--- config.mk ---
export PLATFORM = sky130hd
export DESIGN_NAME = fsm1_responder
export DESIGN_NICKNAME = d
export VERILOG_FILES = /design/src/rtl/fsm1_responder_pkg.sv /design/src/rtl/fsm1_responder_bcd2_capture.sv /design/src/rtl/fsm1_responder.sv
export SDC_FILE = /design/constraint.sdc
export NUM_CORES = 1
export LEC_CHECK = 0
export BUFFER_PORTS_ARGS = -buffer_cell sky130_fd_sc_hd__clkbuf_2
export CORE_ASPECT_RATIO = 1.2
export CORE_MARGIN = 2
export CORE_UTILIZATION = 45
export CTS_CLUSTER_DIAMETER = 150
export DETAILED_ROUTE_END_ITERATION = 16
export PLACE_DENSITY = 0.68
export SLEW_MARGIN = 20
export SYNTH_ARGS = -nofsm -noshare
export SYNTH_HDL_FRONTEND = slang
export SYNTH_SLANG_ARGS = --single-unit
--- constraint.sdc ---
create_clock -name clk -period 4.85 [get_ports clk]
set_input_delay 0.2425 -clock clk [delete_from_list [all_inputs] [get_ports clk]]
set_output_delay 0.2425 -clock clk [all_outputs]
set_load 0.02 [all_outputs]
--- src/rtl/fsm1_responder_pkg.sv ---
// Shared definitions for the FSM1 responder: state encoding, BCD digit width
// and the largest legal BCD digit.
package fsm1_responder_pkg;

  typedef enum logic [2:0] {
    IDLE = 3'd0,
    CAP1 = 3'd1,
    ACK1 = 3'd2,
    CAP2 = 3'd3,
    ACK2 = 3'd4,
    CAP3 = 3'd5,
    ACK3 = 3'd6,
    DONE = 3'd7
  } state_t;

  localparam int unsigned BCD_W = 4;
  localparam logic [BCD_W-1:0] DIGIT_MAX = 4'd9;

endpackage

--- src/rtl/fsm1_responder_bcd2_capture.sv ---
// Two-digit BCD field capture shared by all three fields.
// The tens digit is held in a register; the units digit is the live key code
// on the completing strobe, so value/done_ok/done_err are valid only in that
// cycle and the caller registers them on the same edge.
module bcd2_capture
  import fsm1_responder_pkg::*;
(
  input  logic               clk,
  input  logic               reset,
  input  logic               enable,
  input  logic               clear,
  input  logic               tecla,
  input  logic [BCD_W-1:0]   dato,
  input  logic               borrar,
  input  logic [6:0]         max_val,
  output logic               accept,
  output logic               done_ok,
  output logic               done_err,
  output logic [2*BCD_W-1:0] value
);

  logic [BCD_W-1:0] tens_q;
  logic             have_tens_q;
  logic [6:0]       bin;

  // Digit acceptance and range check of the completed two-digit value
  always_comb begin
    accept   = enable && tecla && !borrar && (dato <= DIGIT_MAX);
    bin      = 7'(tens_q) * 7'd10 + 7'(dato);
    done_ok  = accept && have_tens_q && (bin <= max_val);
    done_err = accept && have_tens_q && (bin > max_val);
    value    = {tens_q, dato};
  end

  // Tens digit and digit-count register; cleared after every completed entry
  always_ff @(posedge clk) begin
    if (reset || clear || (enable && borrar)) begin
      tens_q      <= '0;
      have_tens_q <= 1'b0;
    end else if (accept) begin
      if (!have_tens_q) begin
        tens_q      <= dato;
        have_tens_q <= 1'b1;
      end else begin
        tens_q      <= '0;
        have_tens_q <= 1'b0;
      end
    end
  end

endmodule

--- src/rtl/fsm1_responder.sv ---
// Responder end of the FSM1 stage-sequencing handshake: captures three BCD
// fields, raises a held valid per field until the sequencer acknowledges it,
// then holds terminar until listo.
// Optional build macro FSM1_RESPONDER_TIMEOUT_EN adds an idle-key abort
// from the capture states after TIMEOUT_CYCLES cycles.
module fsm1_responder
  import fsm1_responder_pkg::*;
#(
  parameter int unsigned MAX1 = 23,
  parameter int unsigned MAX2 = 59,
  parameter int unsigned MAX3 = 59
`ifdef FSM1_RESPONDER_TIMEOUT_EN
  ,
  parameter int unsigned TIMEOUT_CYCLES = 50000000
`endif
) (
  input  logic       clk,
  input  logic       reset,
  input  logic       start,
  input  logic       tecla,
  input  logic [3:0] dato,
  input  logic       borrar,
  input  logic       pasar1,
  input  logic       pasar2,
  input  logic       pasar3,
  input  logic       listo,
  output logic       iniciar,
  output logic       validat,
  output logic       validap,
  output logic       validab,
  output logic       terminar,
  output logic [7:0] campo1,
  output logic [7:0] campo2,
  output logic [7:0] campo3,
  output logic       error
);

  state_t     state_q, state_d;
  logic       in_cap;
  logic [6:0] max_sel;
  logic       cap_accept, cap_ok, cap_err;
  logic [7:0] cap_value;
  logic       timeout;

  logic       iniciar_d, validat_d, validap_d, validab_d, terminar_d, error_d;
  logic [7:0] campo1_d, campo2_d, campo3_d;

  // Capture-state decode and per-field upper bound
  always_comb begin
    in_cap = (state_q == CAP1) || (state_q == CAP2) || (state_q == CAP3);
    case (state_q)
      CAP1:    max_sel = 7'(MAX1);
      CAP2:    max_sel = 7'(MAX2);
      default: max_sel = 7'(MAX3);
    endcase
  end

  bcd2_capture u_capture (
    .clk      (clk),
    .reset    (reset),
    .enable   (in_cap),
    .clear    (timeout),
    .tecla    (tecla),
    .dato     (dato),
    .borrar   (borrar),
    .max_val  (max_sel),
    .accept   (cap_accept),
    .done_ok  (cap_ok),
    .done_err (cap_err),
    .value    (cap_value)
  );

`ifdef FSM1_RESPONDER_TIMEOUT_EN
  localparam int unsigned CNT_W = $clog2(TIMEOUT_CYCLES);
  logic [CNT_W-1:0] idle_q;

  // Idle-key counter: runs only while capturing, restarts on keys and state changes
  always_ff @(posedge clk) begin
    if (reset || !in_cap || cap_accept || (state_d != state_q)) begin
      idle_q <= '0;
    end else begin
      idle_q <= idle_q + CNT_W'(1);
    end
  end

  // Abort request once the idle budget is used up
  always_comb begin
    timeout = in_cap && !cap_accept && (idle_q == CNT_W'(TIMEOUT_CYCLES - 1));
  end
`else
  // Capture states wait indefinitely in this build
  always_comb begin
    timeout = 1'b0;
  end
`endif

  // Next-state and next-output logic; every output is registered below
  always_comb begin
    state_d    = state_q;
    iniciar_d  = 1'b0;
    validat_d  = 1'b0;
    validap_d  = 1'b0;
    validab_d  = 1'b0;
    terminar_d = 1'b0;
    error_d    = 1'b0;
    campo1_d   = campo1;
    campo2_d   = campo2;
    campo3_d   = campo3;
    case (state_q)
      IDLE: begin
        if (start) begin
          iniciar_d = 1'b1;
          state_d   = CAP1;
        end
      end
      CAP1: begin
        if (timeout) begin
          error_d = 1'b1;
          state_d = IDLE;
        end else if (cap_ok) begin
          campo1_d  = cap_value;
          validat_d = 1'b1;
          state_d   = ACK1;
        end else if (cap_err) begin
          error_d = 1'b1;
        end
      end
      ACK1: begin
        if (pasar1) state_d = CAP2;
        else        validat_d = 1'b1;
      end
      CAP2: begin
        if (timeout) begin
          error_d = 1'b1;
          state_d = IDLE;
        end else if (cap_ok) begin
          campo2_d  = cap_value;
          validap_d = 1'b1;
          state_d   = ACK2;
        end else if (cap_err) begin
          error_d = 1'b1;
        end
      end
      ACK2: begin
        if (pasar2) state_d = CAP3;
        else        validap_d = 1'b1;
      end
      CAP3: begin
        if (timeout) begin
          error_d = 1'b1;
          state_d = IDLE;
        end else if (cap_ok) begin
          campo3_d  = cap_value;
          validab_d = 1'b1;
          state_d   = ACK3;
        end else if (cap_err) begin
          error_d = 1'b1;
        end
      end
      ACK3: begin
        if (pasar3) begin
          state_d    = DONE;
          terminar_d = 1'b1;
        end else begin
          validab_d = 1'b1;
        end
      end
      DONE: begin
        if (listo) state_d = IDLE;
        else       terminar_d = 1'b1;
      end
      default: state_d = IDLE;
    endcase
  end

  // State and registered outputs
  always_ff @(posedge clk) begin
    if (reset) begin
      state_q  <= IDLE;
      iniciar  <= 1'b0;
      validat  <= 1'b0;
      validap  <= 1'b0;
      validab  <= 1'b0;
      terminar <= 1'b0;
      error    <= 1'b0;
      campo1   <= '0;
      campo2   <= '0;
      campo3   <= '0;
    end else begin
      state_q  <= state_d;
      iniciar  <= iniciar_d;
      validat  <= validat_d;
      validap  <= validap_d;
      validab  <= validab_d;
      terminar <= terminar_d;
      error    <= error_d;
      campo1   <= campo1_d;
      campo2   <= campo2_d;
      campo3   <= campo3_d;
    end
  end

endmodule

### Yosys cells after proc, flatten, opt, wreduce, memory -nomap -nowiden

Index checks and enable logic that the tools add are counted.

* register bits after elaboration: 38

* $add $sub $neg: 1
* $mul: 1
* magnitude comparators: 3
* equality and inequality tests: 15
* multiplexer cells: 24
* bitwise logic cells: 2
* reductions and logical operators: 19

Operators with widths (count)
* $mux W3: 8
* $pmux W3 S8: 1
* $ne A2 B2 Y1 const B: 8
* $eq A3 B3 Y1 const B: 4
* $mux W1: 9
* $pmux W1 S2: 4
* $reduce_and A8 Y1: 1
* $add A7 B4 Y7: 1
* $gt A7 B6 Y1: 1
* $le A7 B6 Y1: 1
* $logic_and A1 B1 Y1: 7
* $eq A3 B2 Y1 const B: 2
* $mul A4 B3 Y6 const B: 1
* $mux W6: 1
* $reduce_and A2 Y1: 3
* $reduce_or A3 Y1: 2
* $le A4 B4 Y1 const B: 1
* $mux W4: 1
* $eq A3 B1 Y1 const B: 1
* $logic_not A3 Y1: 1
* $logic_or A1 B1 Y1: 3
* $not A1 Y1: 2
* $reduce_or A2 Y1: 1
* $logic_not A1 Y1: 1

### Logic depth before layout (Yosys ltp)

Gate-level depths: netlist of the first run.

* depth after elaboration: 10
* gate-level depth with buffers: 14
* gate-level depth less buffers: 13

### By module

From an unflattened synthesis of the first run, not the netlist that was laid out.

* cell total of the unflattened synthesis: 226
* area, all modules: 1949.4 µm²

By module, submodules not included
* fsm1_responder: instances 1, cells an instance 149, area each 1312.5 µm²
* bcd2_capture: instances 1, cells an instance 77, area each 636.9 µm²

### Worst setup path after synthesis of the first run

OpenSTA, ideal clock, no wires.

* kind: reg-to-reg
* start point: register u_capture.tens_q[3]
* end point: register campo2[0]
* arrival: 3126 ps
* required time: 4731 ps
* setup slack: 1605 ps
* cell stages (with the launch flop): 14
* buffers on the path: 1
* clock period less this slack: 3245 ps
* cells stage by stage: dfxtp_1 -> ha_1 -> ha_1 -> inv_1 -> fa_1 -> xor2_1 -> ha_1 -> nand2_1 -> a21oi_1 -> o211a_1 -> o21ba_2 -> or4_4 -> buf_6 -> mux2i_1

* longest elaborated chain between the ends: 5

RTL lines
* from (decl): line fsm1_responder_bcd2_capture.sv:22 `logic [BCD_W-1:0] tens_q;`
* from (signal assigned): line fsm1_responder_bcd2_capture.sv:42 `tens_q <= dato;`
* $mul A4 B3 Y6: line fsm1_responder_bcd2_capture.sv:29 `bin = 7'(tens_q) * 7'd10 + 7'(dato);`
* $add A7 B4 Y7: line fsm1_responder_bcd2_capture.sv:29
* $le A7 B6 Y1: line fsm1_responder_bcd2_capture.sv:30 `done_ok = accept && have_tens_q && (bin <= max_val);`
* $logic_and A1 B1 Y1: line fsm1_responder_bcd2_capture.sv:30
* $reduce_and A2 Y1 (no line)
* to (signal assigned): line fsm1_responder.sv:198 `campo2 <= campo2_d;`
* to (decl): line fsm1_responder.sv:33 `output logic [7:0] campo2,`

Every way passes these cells.
A chain may end at the register's enable or synchronous reset.

### Worst setup path after layout of the first run

* start point: register u_capture.tens_q[3]
* end point: register campo1[6]

* longest elaborated chain between the ends: 5

RTL lines
* $mul A4 B3 Y6: line fsm1_responder_bcd2_capture.sv:29
* $add A7 B4 Y7: line fsm1_responder_bcd2_capture.sv:29
* $le A7 B6 Y1: line fsm1_responder_bcd2_capture.sv:30
* $logic_and A1 B1 Y1: line fsm1_responder_bcd2_capture.sv:30
* $reduce_and A2 Y1 (no line)
* to (signal assigned): line fsm1_responder.sv:197 `campo1 <= campo1_d;`
* to (decl): line fsm1_responder.sv:32 `output logic [7:0] campo1,`

Every way passes these cells.

==> results.cfg, run 1 <==
[status]
status = finished clean

[sta]
timing.clock.skew_ns = 0.00828
finalWorstSetupSlack_ns = 1.27
period_minus_slack_ns = 3.58
rsz0062_at_grt = false
final-hold-violation-count = 0
layout_worst_path_cycle_share_pct = 73.8
count_of_endpoints_failing_setup_in_the_final_report = 0
fin_tns_setup_ns = 0
final_count_of_pins_violating_max_slew = 0
timing.max_slew.rel_slack_pct = 47.3
max_clock_freq_mhz = 279
worst_pin_slew_ns = 0.785

[routing]
post_drt_wl_per_cell_um = 13.3
drt_pass1_iterations = 6
dr.first_iter.drc_count = 39
number_of_design_rule_violations_left_after_detail_routing = 0
routed-via-count = 1553
postRouteWirelength_mm = 3.99
drt.antenna.violating_nets = 0
avgViaCountPerCell = 5.19

[placed_design]
detailed_place.area_um2 = 2170
io_buffer_count = 42
finalWeightedCongestion = 0.800
detailedPlacementHpwl_mm = 2.97
pre_cts_ws_ns = 1.27
placedCellCount = 291

[finish]
fin_cells = 299
antenna_diode_count = 0
drive_gt1_share_pct = 23.9
design.final.nets = 266
area.growth.synth_to_final_pct = 17.6
finish.instance_area_um2 = 2260

[clock_network]
worst_skew_pair.late_latency_ns = 0.29
cts_max_path_buffers = 2
cts_buffers = 5
cts-htree-levels = 2
hold_buffers = 0
cts_tree = yes
cts_sinks = 38
cts.repair.resized = 0
clk_pin_slew_ns = 0.07
root_buffer = sky130_fd_sc_hd__clkbuf_8
cts_post_setup_buffers_inserted = 0

[logic_synthesis]
async_flop_share_pct = 0
synth_top_area_share_pct = 39.5
synth_cell_type_count = 45
syn_area_per_cell_um2 = 9.57
synth_area_leaders = sky130_fd_sc_hd__dfxtp_1, sky130_fd_sc_hd__mux2i_1, sky130_fd_sc_hd__nand2b_1, sky130_fd_sc_hd__ha_1, sky130_fd_sc_hd__a22o_1
synth_top_cell_by_area = sky130_fd_sc_hd__dfxtp_1
synth_enable_flop_cells = 0
synth_seq_cells = 38
synth-warning-count = 0
postSynthNetCount = 225
synth_ff_type = sky130_fd_sc_hd__dfxtp_1
netlist_instances = 201
yosysSeqAreaShare_pct = 39.5
synthesis.area_um2 = 1920

[worst_setup_path]
path_max_fanout = 8
critical_path_required_ns = 5.08
crit_arrival_ns = 3.81
critPathKind = register to register
crit_start_category = register
endpoint_kind = register

[pwr]
worst_ir_drop_vdd_mv = 0.116
comb_power_share_pct = 7.7
clockPowerShare_pct = 38.4
share_of_power_burned_in_registers_pct = 54.0
switching_share_pct = 23.9
cell_internal_pwr_mw = 0.447
cellLeakagePower_nw = 1.08
report.power.total_mw = 0.587
netSwitchingPower_mw = 0.140
pwr_density_nw_per_um2 = 260

[floorplan]
pin_count = 43
fp.dieW_um = 63.7
fp.dieH_um = 75.6
area_of_the_core_um2 = 4200
start_util_pct = 45.9
design.die.area_um2 = 4820
rows = 26

[min_path]
hp-class = input pin to register

[global_routing]
global_route_wire_length_before_repair_mm = 6.52
antenna_violations_before_repair = 0
global_route.overflow_total = 0
pin_count_of_the_biggest_net_entering_global_routing = 39
vias_in_the_first_global_route = 1381
grtUsageTotal_pct = 17.6

[flow_run]
cap_violations = 0
[worst paths after layout]
kind / slack (ns) / start / endpoint / depth (start not counted)
max: 1.27 / u_capture.tens_q[3] / campo1[6] / 11
max reg2reg: 1.27 / u_capture.tens_q[3] / campo1[6] / 11
min reg2reg: 0.48 / campo2[1] / campo2[1] / 2
min: 0.18 / start / iniciar / 3
[area by class of cell]
type / instances / area, µm²
Clock buffer: 6 / 82.6
Timing Repair Buffer: 42 / 210
Fill cell: 384 / 1930
Clock inverter: 2 / 12.5
Tap cell: 56 / 70.1
Multi-Input combinational cell: 140 / 1070
Sequential cell: 38 / 761
Inverter: 15 / 56.3
[power by group through the flow]
stage	Combinational [mW]	Clock [mW]	Sequential [mW]
after floorplan	0.0321	0	0.323
after global placement	0.0450	0	0.324
after detailed placement	0.0454	0	0.324
after CTS	0.0454	0.231	0.317
after global routing	0.0513	0.245	0.317
final	0.0449	0.225	0.317
[layout by cell type, fill, tap and decap left out, types with 3 or more instances in the layout]
master / instances
sky130_fd_sc_hd__nand3b_1: 3
sky130_fd_sc_hd__a21oi_1: 11
sky130_fd_sc_hd__nor3_1: 3
sky130_fd_sc_hd__mux2i_1: 17
sky130_fd_sc_hd__nor2_1: 9
sky130_fd_sc_hd__clkbuf_2: 42
sky130_fd_sc_hd__nor2b_1: 3
sky130_fd_sc_hd__inv_1: 15
sky130_fd_sc_hd__nand2b_1: 25
sky130_fd_sc_hd__nand3_1: 6
sky130_fd_sc_hd__nand2_1: 7
sky130_fd_sc_hd__ha_1: 9
sky130_fd_sc_hd__dfxtp_1: 38
sky130_fd_sc_hd__and3_1: 4
sky130_fd_sc_hd__a22o_1: 8
sky130_fd_sc_hd__clkbuf_8: 6
[cell families after synthesis]
kind of cell / synth area share (%)
xor gates and xnor gates: 2.99
AOI/OAI and AO/OA: 13.7
muxes: 9.43
DFF: 39.5
adders and majority gates: 7.93
and+or+nand+nor: 21.6
buffers and inverters: 4.88
[synth_stat cells, drive strengths merged (3+ instances only)]
master   n
and3     4
dfxtp   38
a22o     8
inv     15
nor2     9
nor4     3
nand2    7
nand3    6
nor2b    3
nor3     3
nand3b   3
a21oi   11
mux2i   17
nand2b  25
clkbuf   6
ha       9
[critical path, stage by stage, from the launching register on]
cell and delay [ns]:
sky130_fd_sc_hd__dfxtp_1 0.44, sky130_fd_sc_hd__ha_1 0.28, sky130_fd_sc_hd__ha_1 0.19, sky130_fd_sc_hd__inv_1 0.07
sky130_fd_sc_hd__fa_1 0.46, sky130_fd_sc_hd__xor2_1 0.19, sky130_fd_sc_hd__ha_1 0.30, sky130_fd_sc_hd__nand3_1 0.11
sky130_fd_sc_hd__o41ai_1 0.37, sky130_fd_sc_hd__o21bai_1 0.22, sky130_fd_sc_hd__a31oi_1 0.64, sky130_fd_sc_hd__a22o_1 0.25
[metrics by stage]
stage | hold slack (ns) | util (%)
floorplan | 0.361 | -
global placement | 0.463 | 51.6
detailed placement | 0.465 | 51.6
CTS | 0.174 | 53.9
global route | 0.174 | 53.9
finish | 0.178 | 53.9
[sequential cells by signal, indices dropped and copies added, names as in the netlist]
signal	cells
terminar	1
error	1
campo3	8
validap	1
iniciar	1
u_capture.tens_q	4
campo1	8
campo2	8
state_q	3
validat	1
validab	1
u_capture.have_tens_q	1
[layer usage]
metal / vias up / part of all wire [%] / global-route usage [%]
li1: 789 / - / -
met1: 715 / 49 / 24.0
met2: 42 / 45 / 27.5
met3: 7 / 3.9 / 4.14
met4: 0 / 1.7 / 6.52
met5: - / 0 / 0
(Power assumes the default switching activity.)
==> run 2, diff against run 1 <==
==> constraint.sdc (replaced) <==
create_clock -name clk -period 3.6 [get_ports clk]
set_input_delay 0.18 -clock clk [delete_from_list [all_inputs] [get_ports clk]]
set_output_delay 0.18 -clock clk [all_outputs]
set_load 0.02 [all_outputs]
==> run 2 against run 1 <==
  * Die area is the same
  * Critical path depth grew 1
  * Worst setup slack lost 1.1 ns
  * Wire length grew 2.1%
  * Final area grew 1.8%
  * Worst hold slack lost 0.069 ns
  * Sequential power grew 34%
  * Sequential share of layout area shrank 0.48 points
  * Clock-buffer cell count is the same
  * Non-clock buffer count grew 3
  * Largest cell class unchanged
==> results.cfg, run 2 (synthesis results as in run 1) <==
[worst_setup_path]
endpoint_kind = register
critical_path_required_ns = 3.77
slowest_stage = sky130_fd_sc_hd__or4_4
path_max_fanout = 10
crit_start_category = register
critical_path.cell_chain = ha_1 > ha_1 > inv_1 > fa_1 > xor2_1 > ha_1 > nand2_1 > o2111ai_1 > o211a_1 > o21ba_2 > or4_4 > mux2i_1
critical_path.max_stage_delay_ns = 0.64
crit_top_cell = sky130_fd_sc_hd__ha_1
critPathKind = register to register
crit_arrival_ns = 3.57

[pwr]
report.power.total_mw = 0.793
worst_ir_drop_vdd_mv = 0.230
cellLeakagePower_nw = 1.10
pwr_density_nw_per_um2 = 344

[clock_network]
cts_max_path_buffers = 2
worst_skew_pair.late_latency_ns = 0.29
cts-htree-levels = 2
cts_post_setup_buffers_inserted = 0
hold_buffers = 0
cts_sinks = 38
clk_pin_slew_ns = 0.07
cts_buffers = 5
cts_tree = yes
root_buffer = sky130_fd_sc_hd__clkbuf_8

[floorplan]
rows = 26
pin_count = 43
fp.dieH_um = 75.6
fp.dieW_um = 63.7
start_util_pct = 45.9
design.die.area_um2 = 4820
area_of_the_core_um2 = 4200

[sta]
layout_worst_path_cycle_share_pct = 94.4
max_clock_freq_mhz = 294
final_count_of_pins_violating_max_slew = 0
period_minus_slack_ns = 3.40
count_of_endpoints_failing_setup_in_the_final_report = 0
finalWorstSetupSlack_ns = 0.201
timing.max_slew.rel_slack_pct = 57.0
timing.clock.skew_ns = 0.00335
fin_tns_setup_ns = 0
rsz0062_at_grt = false
timing.hold.ws_ns = 0.109
worst_pin_slew_ns = 0.644
final-hold-violation-count = 0

[finish]
most_frequent_cells_in_the_layout = sky130_fd_sc_hd__clkbuf_2, sky130_fd_sc_hd__dfxtp_1, sky130_fd_sc_hd__nand2b_1
mostFrequentLayoutCell = sky130_fd_sc_hd__clkbuf_2
drive_gt1_share_pct = 26.0
fill_cells = 381
antenna_diode_count = 0
fin_cells = 302
area.growth.synth_to_final_pct = 19.6
biggestRegsByFlops = campo1 x8, campo2 x8, campo3 x8
design.final.nets = 269
finish.instance_area_um2 = 2300
utilization_pct = 54.9

[status]
status = finished clean

[routing]
dr_wl_met2_mm = 1.95
number_of_design_rule_violations_left_after_detail_routing = 0
avgViaCountPerCell = 5.21
postRouteWirelength_mm = 4.07
wl_met3_um = 165
dr.first_iter.drc_count = 55
post_drt_wl_per_cell_um = 13.5
highest_layer = met4
routed-via-count = 1573
drt_pass1_iterations = 4
drt.antenna.violating_nets = 0
total_routed_wire_length_on_the_met1_layer_mm = 1.91

[placed_design]
io_buffer_count = 42
detailedPlacementHpwl_mm = 3.04
placedCellCount = 294
finalWeightedCongestion = 0.900
detailed_place.area_um2 = 2190
pre_cts_ws_ns = 0.0652

[global_routing]
vias_in_the_first_global_route = 1443
global_route_wire_length_before_repair_mm = 6.67
global_route.overflow_total = 0
grtUsageTotal_pct = 17.9
pin_count_of_the_biggest_net_entering_global_routing = 39
antenna_violations_before_repair = 0

[min_path]
hp-class = input pin to register

[flow_run]
cap_violations = 0
==> run 2: critical path, delay by kind of cell, from the launching register on <==
family                   cells  cell delay, ns
adder cells (fa/ha/maj)      4            1.25
multiplexers                 1            0.16
flip-flops                   1            0.36
AND/OR/NAND/NOR              2            0.73
AO/OA/AOI/OAI                3            0.54
buffers and inverters        1            0.06
XOR/XNOR                     1            0.19
==> run 2: path summary, 6_finish.rpt <==
| kind | slack (ns) | depth (start not counted) | end | start |
|---|---|---|---|---|
| worst max-delay path | 0.20 | 12 | campo2[0] | u_capture.tens_q[1] |
| worst min-delay path | 0.11 | 3 | iniciar | start |
| worst max register to register | 0.20 | 12 | campo2[0] | u_capture.tens_q[1] |
| worst min register to register | 0.48 | 2 | campo2[3] | campo2[3] |
==> run 2: repair_timing <==
action,4_1_cts,5_1_grt
endpoints found under the hold margin,0,0
endpoints found under the setup margin,0,8
gates resized for setup,0,4
==> run 2: metal layers <==
metal | GRT usage, % | up-vias
met5 | 0 | -
li1 | - | 797
met1 | 24.4 | 729
met4 | 6.28 | 0
met2 | 27.8 | 43
met3 | 4.43 | 4
==> run 2: power breakdown <==
part           switching (mW)  leakage (nW)  total (mW)  internal (mW)
clock network           0.147        0.0472       0.301          0.154
logic                  0.0393         0.745      0.0671         0.0279
registers             0.00185         0.308       0.425          0.423
total                   0.188          1.10       0.793          0.604
==> run 2: area by class of cell <==
type | instances | area [µm²] | area share [%]
clock buffers | 6 | 82.6 | 3.59
clock inverters | 2 | 12.5 | 0.543
inverters | 15 | 56.3 | 2.45
multi-input cells | 140 | 1080 | 47.1
flip-flops and latches | 38 | 763 | 33.2
well taps | 56 | 70.1 | 3.04
repair buffers | 45 | 233 | 10.1
==> run 3, diff against run 2 <==
==> constraint.sdc (replaced) <==
create_clock -name clk -period 4.2 [get_ports clk]
set_input_delay 0.21 -clock clk [delete_from_list [all_inputs] [get_ports clk]]
set_output_delay 0.21 -clock clk [all_outputs]
set_load 0.02 [all_outputs]
==> run 3 against run 2 <==
  * Power is 14% lower
  * Critical path depth fell by 1
  * Largest cell class unchanged
  * Critical endpoint is now campo1[3]
  * Via count decreased by 1.9%
  * Final area decreased by 1.7%
  * Core utilization shrank 0.95 points
  * Clock power shrank 13%
  * Clock-buffer cell count unchanged
  * Maximum frequency down 8.2%
==> results.cfg, run 3 (synthesis results as in run 1) <==
[sta]
worst_pin_slew_ns = 0.817
fin_tns_setup_ns = 0
period_minus_slack_ns = 3.70
timing.clock.skew_ns = 0.00638
count_of_endpoints_failing_setup_in_the_final_report = 0
rsz0062_at_grt = false
final-hold-violation-count = 0
finalWorstSetupSlack_ns = 0.496
max_clock_freq_mhz = 270
layout_worst_path_cycle_share_pct = 88.2
final_count_of_pins_violating_max_slew = 0
timing.max_slew.rel_slack_pct = 45.1
timing.hold.ws_ns = 0.141

[pwr]
pwr_density_nw_per_um2 = 301
worst_ir_drop_vdd_mv = 0.208
cellLeakagePower_nw = 1.08

[global_routing]
global_route.overflow_total = 0
pin_count_of_the_biggest_net_entering_global_routing = 39
grtUsageTotal_pct = 18.3
antenna_violations_before_repair = 0
global_route_wire_length_before_repair_mm = 6.84
vias_in_the_first_global_route = 1417

[finish]
antenna_diode_count = 0
design.final.nets = 266
drive_gt1_share_pct = 23.9
fill_cells = 390
mostFrequentLayoutCell = sky130_fd_sc_hd__clkbuf_2
utilization_pct = 53.9
biggestRegsByFlops = campo1 x8, campo2 x8, campo3 x8
most_frequent_cells_in_the_layout = sky130_fd_sc_hd__clkbuf_2, sky130_fd_sc_hd__dfxtp_1, sky130_fd_sc_hd__nand2b_1
area.growth.synth_to_final_pct = 17.6

[worst_setup_path]
crit_start_category = register
endpoint_kind = register
critical_path_required_ns = 4.43
r2r-start = u_capture.tens_q[3]
path_max_fanout = 8
critPathKind = register to register
crit_arrival_ns = 3.93
critical_path.startpoint = u_capture.tens_q[3]

[floorplan]
fp.dieW_um = 63.7
start_util_pct = 45.9
area_of_the_core_um2 = 4200
rows = 26
design.die.area_um2 = 4820
fp.dieH_um = 75.6
pin_count = 43

[placed_design]
pre_cts_ws_ns = 0.602
finalWeightedCongestion = 0.799
io_buffer_count = 42
detailedPlacementHpwl_mm = 3.05

[routing]
number_of_design_rule_violations_left_after_detail_routing = 0
post_drt_wl_per_cell_um = 14.0
routed-via-count = 1543
avgViaCountPerCell = 5.16
dr.first_iter.drc_count = 73
drt.antenna.violating_nets = 0
drt_pass1_iterations = 4
postRouteWirelength_mm = 4.19

[min_path]
hp-start = start
hp-class = input pin to register

[clock_network]
cts_sinks = 38
hold_buffers = 0
root_buffer = sky130_fd_sc_hd__clkbuf_8
worst_skew_pair.late_latency_ns = 0.29
cts.repair.resized = 0
cts_tree = yes
cts_buffers = 5
cts_post_setup_buffers_inserted = 0
cts-htree-levels = 2
clk_pin_slew_ns = 0.07
cts_max_path_buffers = 2

[flow_run]
cap_violations = 0

[status]
status = finished clean
run 3: routing by layer:
| layer | routed length (µm) | vias up | track usage [%] |
|---|---|---|---|
| met5 | 0 | - | 0 |
| met4 | 42 | 0 | 4.35 |
| met3 | 183 | 4 | 3.25 |
| met2 | 2000 | 44 | 30.9 |
| met1 | 1970 | 710 | 24.6 |
| li1 | - | 785 | - |
run 3: power breakdown:
part | total [mW] | switching (mW) | internal (mW)
sequential | 0.366 | 0.00399 | 0.362
combinational | 0.0527 | 0.0305 | 0.0222
clock | 0.261 | 0.129 | 0.132
run 3: cell type report:
| class | instances | area (µm²) | share of cell area (%) |
|---|---|---|---|
| multi-input combinational | 140 | 1070 | 47.3 |
| timing repair buffer | 42 | 210 | 9.29 |
| tap | 56 | 70.1 | 3.10 |
| clock buffer | 6 | 82.6 | 3.65 |
| inverter | 15 | 56.3 | 2.49 |
| sequential | 38 | 761 | 33.6 |
| clock inverter | 2 | 12.5 | 0.553 |
run 3: stage by stage:
| step | area [µm²] | std cells | power, mW |
|---|---|---|---|
| 6_report | 2260 | 299 | 0.680 |
| 5_1_grt | 2260 | 299 | 0.711 |
| 4_1_cts | 2260 | 299 | 0.685 |
| 3_5_place_dp | 2170 | 291 | 0.427 |
| 3_3_place_gp | 2170 | 291 | 0.426 |
| 2_1_floorplan | 1920 | 201 | 0.410 |
run 3: worst paths after layout:
check / cells past startpoint / to / slack (ns)
max: 11 / campo1[3] / 0.50
min: 3 / iniciar / 0.14
max reg2reg: 11 / campo1[3] / 0.50
min reg2reg: 2 / campo2[1] / 0.48
run 3: worst max-delay path: stages (launching register included):
cell	delay, ns
sky130_fd_sc_hd__dfxtp_1	0.47
sky130_fd_sc_hd__ha_1	0.29
sky130_fd_sc_hd__ha_1	0.19
sky130_fd_sc_hd__inv_1	0.07
sky130_fd_sc_hd__fa_1	0.46
sky130_fd_sc_hd__xor2_1	0.19
sky130_fd_sc_hd__ha_1	0.31
sky130_fd_sc_hd__nand3_1	0.12
sky130_fd_sc_hd__o41ai_1	0.38
sky130_fd_sc_hd__o21bai_1	0.22
sky130_fd_sc_hd__a31oi_1	0.70
sky130_fd_sc_hd__a22o_1	0.26
